### src/rtl/joy_db15_cond.sv
// DB15 joystick conditioner: input sync, per-button debounce, SOCD cleaning,
// press pulses and a Start+Select hold combo that raises menu_pulse.
module joy_db15_cond #(
   parameter int unsigned TICK_DIV     = 4800,
   parameter int unsigned DB_SAMPLES   = 4,
   parameter int unsigned SOCD_NEUTRAL = 1,
   parameter int unsigned COMBO_TICKS  = 10000
) (
   input  logic        clk,
   input  logic        reset_n,
   input  logic [15:0] joystick1_in,
   input  logic [15:0] joystick2_in,
   output logic [15:0] joy1_out,
   output logic [15:0] joy2_out,
   output logic [15:0] joy1_press,
   output logic [15:0] joy2_press,
   output logic        menu_pulse,
   output logic        sample_tick
);

   localparam int unsigned TW = (TICK_DIV > 1) ? $clog2(TICK_DIV) : 1;
   localparam int unsigned CW = $clog2(DB_SAMPLES + 1);
   localparam int unsigned HW = $clog2(COMBO_TICKS + 1);

   typedef enum logic [1:0] {StIdle, StHold, StFired} state_e;

   // Both players packed as {p2[11:0], p1[11:0]}; bits 15:12 are not wired.
   logic [23:0]   sync1_q, sync2_q;
   logic [23:0]   stable_q;
   logic [CW-1:0] db_cnt_q [24];
   logic [23:0]   clean;
   logic [23:0]   out_q, press_q;
   logic [TW-1:0] tick_cnt_q;
   logic [HW-1:0] hold_q, hold_d;
   state_e        state_q, state_d;
   logic          combo;
   logic          unused_hi;

   assign unused_hi = ^{joystick1_in[15:12], joystick2_in[15:12]};

   function automatic logic [11:0] socd(input logic [11:0] s);
      logic [11:0] r;
      r = s;
      if (SOCD_NEUTRAL != 0) begin
         if (s[0] & s[1]) r[1:0] = 2'b00;
         if (s[2] & s[3]) r[3:2] = 2'b00;
      end
      return r;
   endfunction

   always_ff @(posedge clk or negedge reset_n) begin
      if (!reset_n) begin
         sync1_q <= '0;
         sync2_q <= '0;
      end else begin
         sync1_q <= {joystick2_in[11:0], joystick1_in[11:0]};
         sync2_q <= sync1_q;
      end
   end

   assign sample_tick = (tick_cnt_q == TW'(TICK_DIV - 1));

   always_ff @(posedge clk or negedge reset_n) begin
      if (!reset_n) begin
         tick_cnt_q <= '0;
      end else if (sample_tick) begin
         tick_cnt_q <= '0;
      end else begin
         tick_cnt_q <= tick_cnt_q + TW'(1);
      end
   end

   // A new level is accepted only after DB_SAMPLES consecutive ticks disagree.
   always_ff @(posedge clk or negedge reset_n) begin
      if (!reset_n) begin
         stable_q <= '0;
         for (int i = 0; i < 24; i++) db_cnt_q[i] <= '0;
      end else if (sample_tick) begin
         for (int i = 0; i < 24; i++) begin
            if (sync2_q[i] == stable_q[i]) begin
               db_cnt_q[i] <= '0;
            end else if (db_cnt_q[i] == CW'(DB_SAMPLES - 1)) begin
               stable_q[i] <= sync2_q[i];
               db_cnt_q[i] <= '0;
            end else begin
               db_cnt_q[i] <= db_cnt_q[i] + CW'(1);
            end
         end
      end
   end

   assign clean = {socd(stable_q[23:12]), socd(stable_q[11:0])};

   always_ff @(posedge clk or negedge reset_n) begin
      if (!reset_n) begin
         out_q   <= '0;
         press_q <= '0;
      end else begin
         out_q   <= clean;
         press_q <= clean & ~out_q;
      end
   end

   assign joy1_out   = {4'h0, out_q[11:0]};
   assign joy2_out   = {4'h0, out_q[23:12]};
   assign joy1_press = {4'h0, press_q[11:0]};
   assign joy2_press = {4'h0, press_q[23:12]};

   assign combo = (out_q[10] & out_q[11]) | (out_q[22] & out_q[23]);

   always_ff @(posedge clk or negedge reset_n) begin
      if (!reset_n) begin
         state_q <= StIdle;
         hold_q  <= '0;
      end else begin
         state_q <= state_d;
         hold_q  <= hold_d;
      end
   end

   // A release in the final tick's cycle takes priority over firing.
   always_comb begin
      state_d    = state_q;
      hold_d     = hold_q;
      menu_pulse = 1'b0;
      unique case (state_q)
         StIdle: begin
            if (combo) begin
               state_d = StHold;
               hold_d  = '0;
            end
         end
         StHold: begin
            if (!combo) begin
               state_d = StIdle;
            end else if (sample_tick) begin
               if (hold_q == HW'(COMBO_TICKS - 1)) begin
                  state_d    = StFired;
                  menu_pulse = 1'b1;
               end else begin
                  hold_d = hold_q + HW'(1);
               end
            end
         end
         StFired: begin
            if (!combo) state_d = StIdle;
         end
         default: state_d = StIdle;
      endcase
   end

endmodule

### config.mk
export PLATFORM = sky130hd
export DESIGN_NAME = joy_db15_cond
export DESIGN_NICKNAME = d
export VERILOG_FILES = /design/src/rtl/joy_db15_cond.sv
export SDC_FILE = /design/constraint.sdc
export NUM_CORES = 1
export LEC_CHECK = 0
export ABC_AREA = 1
export CORE_ASPECT_RATIO = 0.9
export CORE_MARGIN = 4
export CORE_UTILIZATION = 40
export DETAILED_ROUTE_END_ITERATION = 12
export GPL_TIMING_DRIVEN = 1
export REMOVE_ABC_BUFFERS = 1
export SETUP_SLACK_MARGIN = 0.15
export SYNTH_ARGS = -nofsm -noshare
export SYNTH_HDL_FRONTEND = slang
export SYNTH_SLANG_ARGS = --single-unit
### constraint.sdc
create_clock -name clk -period 1.85 [get_ports clk]
set_clock_uncertainty 0.2 [all_clocks]
set_input_delay 0.185 -clock clk [delete_from_list [all_inputs] [get_ports clk]]
set_output_delay 0.185 -clock clk [all_outputs]
set_load 0.005 [all_outputs]
* After elaboration in Yosys (flattened, before gate mapping)
Index checks and enable logic that the tools add are counted.
Storage, ports and cells: bits in writable memories 0, logic and storage cells 269, bits in latches 0, input bits 34, bits in read-only memories 0, memories kept 0, bits in registers 221
Operators by class: $add $sub $neg 26, muxes and demuxes 68, shifts and indexed selects 0, bitwise gates (word level) 33, div/mod/pow operators 0, order comparisons 0, $mul 0, eq/ne operators 59, reductions and logical operators 28
Operator list (number):
- 3-bit 2-to-1 mux | 48
- 3-bit by 1-bit adder with 3-bit output (second input constant) | 24
- 3-bit by 2-bit equality test with 1-bit output (second input constant) | 24
- 3-bit AND reduction | 24
- 14-bit 2-to-1 mux | 4
- 14-bit one-hot mux with 2 select lines | 1
- 24-bit AND | 1
- 1-bit equality test | 24
- 1-bit inverter | 24
- 24-bit inverter | 1
- 2-bit 2-to-1 mux | 9
- 14-bit by 1-bit adder with 14-bit output (second input constant) | 1
- 14-bit equality test (second input constant) | 1
- 13-bit by 1-bit adder with 13-bit output (second input constant) | 1
- 13-bit equality test (second input constant) | 1
- 13-bit 2-to-1 mux | 1
- 2-bit != test (second input constant) | 5
- 1-bit AND | 6
- 3-bit != test (second input constant) | 2
- 2-bit one-hot mux with 3 select lines | 1
- 5-bit AND reduction | 1
- 1-bit 2-to-1 mux | 4
- 4-bit AND reduction | 1
- 2-bit by 1-bit equality test with 1-bit output (second input constant) | 1
- 4 further kinds | 4

* Longest topological paths before layout
depth in word-level cells 5, gate-level depth with buffers 9, gate-level depth less buffers 9

* Worst setup path before layout
OpenSTA, ideal clock, no wires.
kind reg2out, from register tick_cnt_q[0], to output menu_pulse, data required time 1465 ps, slack 117 ps, cell stages (with the launch flop) 9, path buffers 1, arrival time 1348 ps, cell sequence dfrtp_1 -> ha_1 -> nand3_2 -> nor2_1 -> nand3_1 -> clkbuf_1 -> nor2_1 -> nand2_1 -> inv_1
On the way: longest elaborated chain between the ends 4
Ends and longest elaborated chain:
- start: declaration | line 33 | logic [TW-1:0] tick_cnt_q;
- start signal: assignment | line 69 | tick_cnt_q <= tick_cnt_q + TW'(1);
- 13-bit equality test | line 61 | assign sample_tick = (tick_cnt_q == TW'(TICK_DIV - 1));
- 1-bit 2-to-1 mux | line 136 | end else if (sample_tick) begin
- 1-bit 2-to-1 mux | line 134 | if (!combo) begin
- 1-bit 2-to-1 mux | line 126 | unique case (state_q)
- end: declaration | line 17 | output logic menu_pulse,
No other way between the ends.

* Worst setup path in the final report
from register hold_q[0], to output menu_pulse
On the way: longest elaborated chain between the ends 5
Ends and longest elaborated chain:
- start: declaration | line 34 | logic [HW-1:0] hold_q, hold_d;
- start signal: assignment | line 117 | hold_q <= hold_d;
- 14-bit equality test | line 137 | if (hold_q == HW'(COMBO_TICKS - 1)) begin
- 1-bit 2-to-1 mux | line 137
- 1-bit 2-to-1 mux | line 136
- 1-bit 2-to-1 mux | line 134
- 1-bit 2-to-1 mux | line 126
No other way between the ends.

==> results_dict.tcl <==
set metrics [dict create \
    ir_drop_uv 679.4 \
    grt_max_degree 55 \
    synth_simple_gate_area_share_pct 14.65 \
    root_buffer "clkbuf_16" \
    startpoint "hold_q[0]$_DFFE_PN0P_" \
    area_growth_pct 49.73 \
    critPathBufInv 2 \
    drt-wirelength-per-cell_um 14.42 \
    ys_top_cells_by_area "dfrtp_1 (61%), nor2_1 (6.2%), inv_1 (5.3%)" \
    cts_buffers 24 \
    endpoint_kind "primary output" \
    violations "negative setup slack" \
    first_pass_iters 4 \
    max_stage_delay_ps 350 \
    hold_class "reg -> reg" \
    antenna_found_initial 0 \
    reg2reg_from "tick_cnt_q[0]$_DFF_PN0_" \
    hold_viol 0 \
    max_freq_ghz 0.4645 \
    synth_top_area_cell "dfrtp_1" \
    final_area_um2 13520 \
    worstSetupPathType "reg -> out" \
    fin_crit_sh_pct 116.4 \
    synthAdderAreaFrac_pct 3.604 \
    crit_path_start_kind "flop" \
    setup_ws_ps -303.0 \
    vias_per_cell 4.664 \
    vias 6697 \
    synth_top_family_by_area "simple AND/OR/NAND/NOR gates" \
    dpl-instance-area_um2 10490 \
    yosysSeqAreaShare_pct 61.26 \
    synth-xor-area-share_pct 3.008 \
    p_leak_nw 6.624 \
    port_buffers 75 \
    ys_seq_elements 221 \
    critical_path_required_ps 1460 \
    hold_start "sync1_q[8]$_DFF_PN0_" \
    grt_pass1_wl_um 32550 \
    synth_cells 914 \
    drive_above_1_share_pct 27.86 \
    first_global_vias 6620 \
    htreeDepth 1 \
    dp_hpwl_um 11330 \
    cts_sinks 221 \
    dp.cells 1319 \
    ff2ff_setup_slack_ps -270 \
    fin_cells 1436 \
    drt_iter0_drc 256 \
    synth_compound_area_share_pct 9.369 \
    drc 0 \
    postSynthAreaPerCell_um2 9.877 \
    finalPower_mw 9.930 \
    p_per_area_nw_per_um2 734.6 \
    wirelength_um 20700 \
    final_util_pct 61.76 \
    die_w_um 166.4 \
    start_util_pct 41.25 \
    yosysTopAreaCellShare_pct 61.26 \
    core_um2 21890 \
    netlist_area_um2 9027 \
    cp.arrival_ps 1770 \
    diodes 0 \
    cts.reportedPaths.clkPinSlew_ps 60 \
    maxSlewViolCount 0 \
    outcome "finished with violations" \
    path_cells "ha_2 -> nand3_2 -> nor2_1 -> nand3b_1 -> nor2_4 -> nand2_2 -> inv_2 -> buf_2" \
    grt_overflow 0 \
    fin_tns_setup_ps -18400 \
    synthMuxAreaShare_pct 0 \
    clk-insertion-delay-late_ps 520 \
    min_period_ps 2153 \
    yosysWarnings 0 \
    rows 51 \
    ios 100 \
    crit_family "simple AND/OR/NAND/NOR gates" \
    nets 1191 \
    cap_violations 0 \
    cts_buffer_depth 3 \
    slowest_stage "dfrtp_1" \
    die_area_um2 25040 \
    post-place-ws_ps -375.7 \
    rsz0062_at_grt "true" \
    crit_fanout 2 \
    ys_types 28 \
    tritoncts "done" \
    die_h_um 150.5 \
    holdWs_ps 146.0 \
    gp_congestion 0.8047 \
    antenna_left 0 \
    setup_viol 115 \
    grt_usage_pct 15.51 \
]
[cell usage after synthesis]
library cell	instances
o21ai_0	57
conb_1	1
or2_2	2
o31ai_1	24
o21bai_1	1
o21a_1	19
nor3b_1	1
nand2_1	125
o21ai_1	13
nand4_1	3
nand2_2	1
buf_4	18
buf_6	5
nand3_1	22
nor2_1	150
xnor2_1	19
nand3b_1	6
clkinv_1	1
nor3_1	14
buf_2	9
xor2_1	12
a21o_1	2
a21oi_1	30
nand3_2	2
ha_1	26
inv_1	127
dfrtp_1	221
clkbuf_1	3
[worst register-to-register path, cell delays in order (launching register included)]
cell and delay, ps:
dfrtp_1 390, ha_4 170, nand3_4 80, buf_6 130
buf_6 110, nor2_4 110, nand3_4 100, buf_12 160
buf_12 120, nand2_8 60, nand3_4 90, buf_8 160
nand2_2 50, o21ai_1 60
[layout by cell type (no fill, tap or decap), types with 26 or more instances in the layout]
cell | Yosys | layout
nor2_1 | 150 | 142
nand2_1 | 125 | 78
inv_1 | 127 | 123
dlygate4sd3_1 | 0 | 26
buf_4 | 18 | 56
dfrtp_1 | 221 | 221
clkbuf_16 | 0 | 29
o21ai_1 | 13 | 26
nand2_2 | 1 | 35
dlygate4sd2_1 | 0 | 46
[power breakdown]
group	internal, mW	switching (mW)
Combinational	0.126	0.161
Clock	2.82	1.90
Sequential	4.89	0.0383
Total	7.83	2.10
[state kept, by name, indices dropped and copies added (netlist names)]
register	count
db_cnt_q	72
out_q	24
press_q	24
stable_q	24
sync1_q	24
sync2_q	24
hold_q	14
tick_cnt_q	13
state_q	2
[what timing repair did]
| item | in CTS | in global routing |
|---|---|---|
| cloned | 14 | 6 |
| hold buffers | 26 | 0 |
| resized for setup | 224 | 183 |
| setup buffers | 21 | 10 |
| pin swaps | 6 | 21 |
| setup endpoints to repair | 163 | 123 |
| endpoints found under the hold margin | 245 | 0 |
[per-layer routing]
metal  share of wire [%]  GRT usage [%]  wire length [µm]  vias to the layer above
li1                    -              -                 -                     3314
met1                  45          20.93              9277                     3253
met2                  50          26.80             10370                      106
met3                 3.6          2.704               741                       24
met4                 1.5          3.108               308                        0
met5                   0              0                 0                        -
[final cells by class]
cell class / instances / area, µm²
multi-input combinational: 546 / 3915
tap: 291 / 364.1
timing repair buffer: 210 / 2419
inverter: 128 / 509.2
fill: 1679 / 8371
clock inverter: 9 / 112.6
clock buffer: 31 / 666.9
sequential: 221 / 5530
[worst paths after layout]
path                       cells after the start                        to
setup / recovery                               8                menu_pulse
hold / removal                                 0      sync2_q[8]$_DFF_PN0_
setup reg to reg                              13     hold_q[2]$_DFFE_PN0P_
hold reg to reg                                0      sync2_q[8]$_DFF_PN0_
max in group asynchronous                      4  db_cnt_q[35]$_DFFE_PN0N_
min in group asynchronous                      3      press_q[1]$_DFF_PN0_
[kinds of logic (layout without fill, tap and decap cells)]
family / Yosys count / after routing
AO/OA/AOI/OAI: 146 / 146
flip-flops: 221 / 221
AND/OR/NAND/NOR: 326 / 327
other: 1 / 16
buffers and inverters: 163 / 378
XOR/XNOR: 31 / 31
adder cells (fa/ha/maj): 26 / 26
No activity file was read; power rests on OpenSTA's default activity.
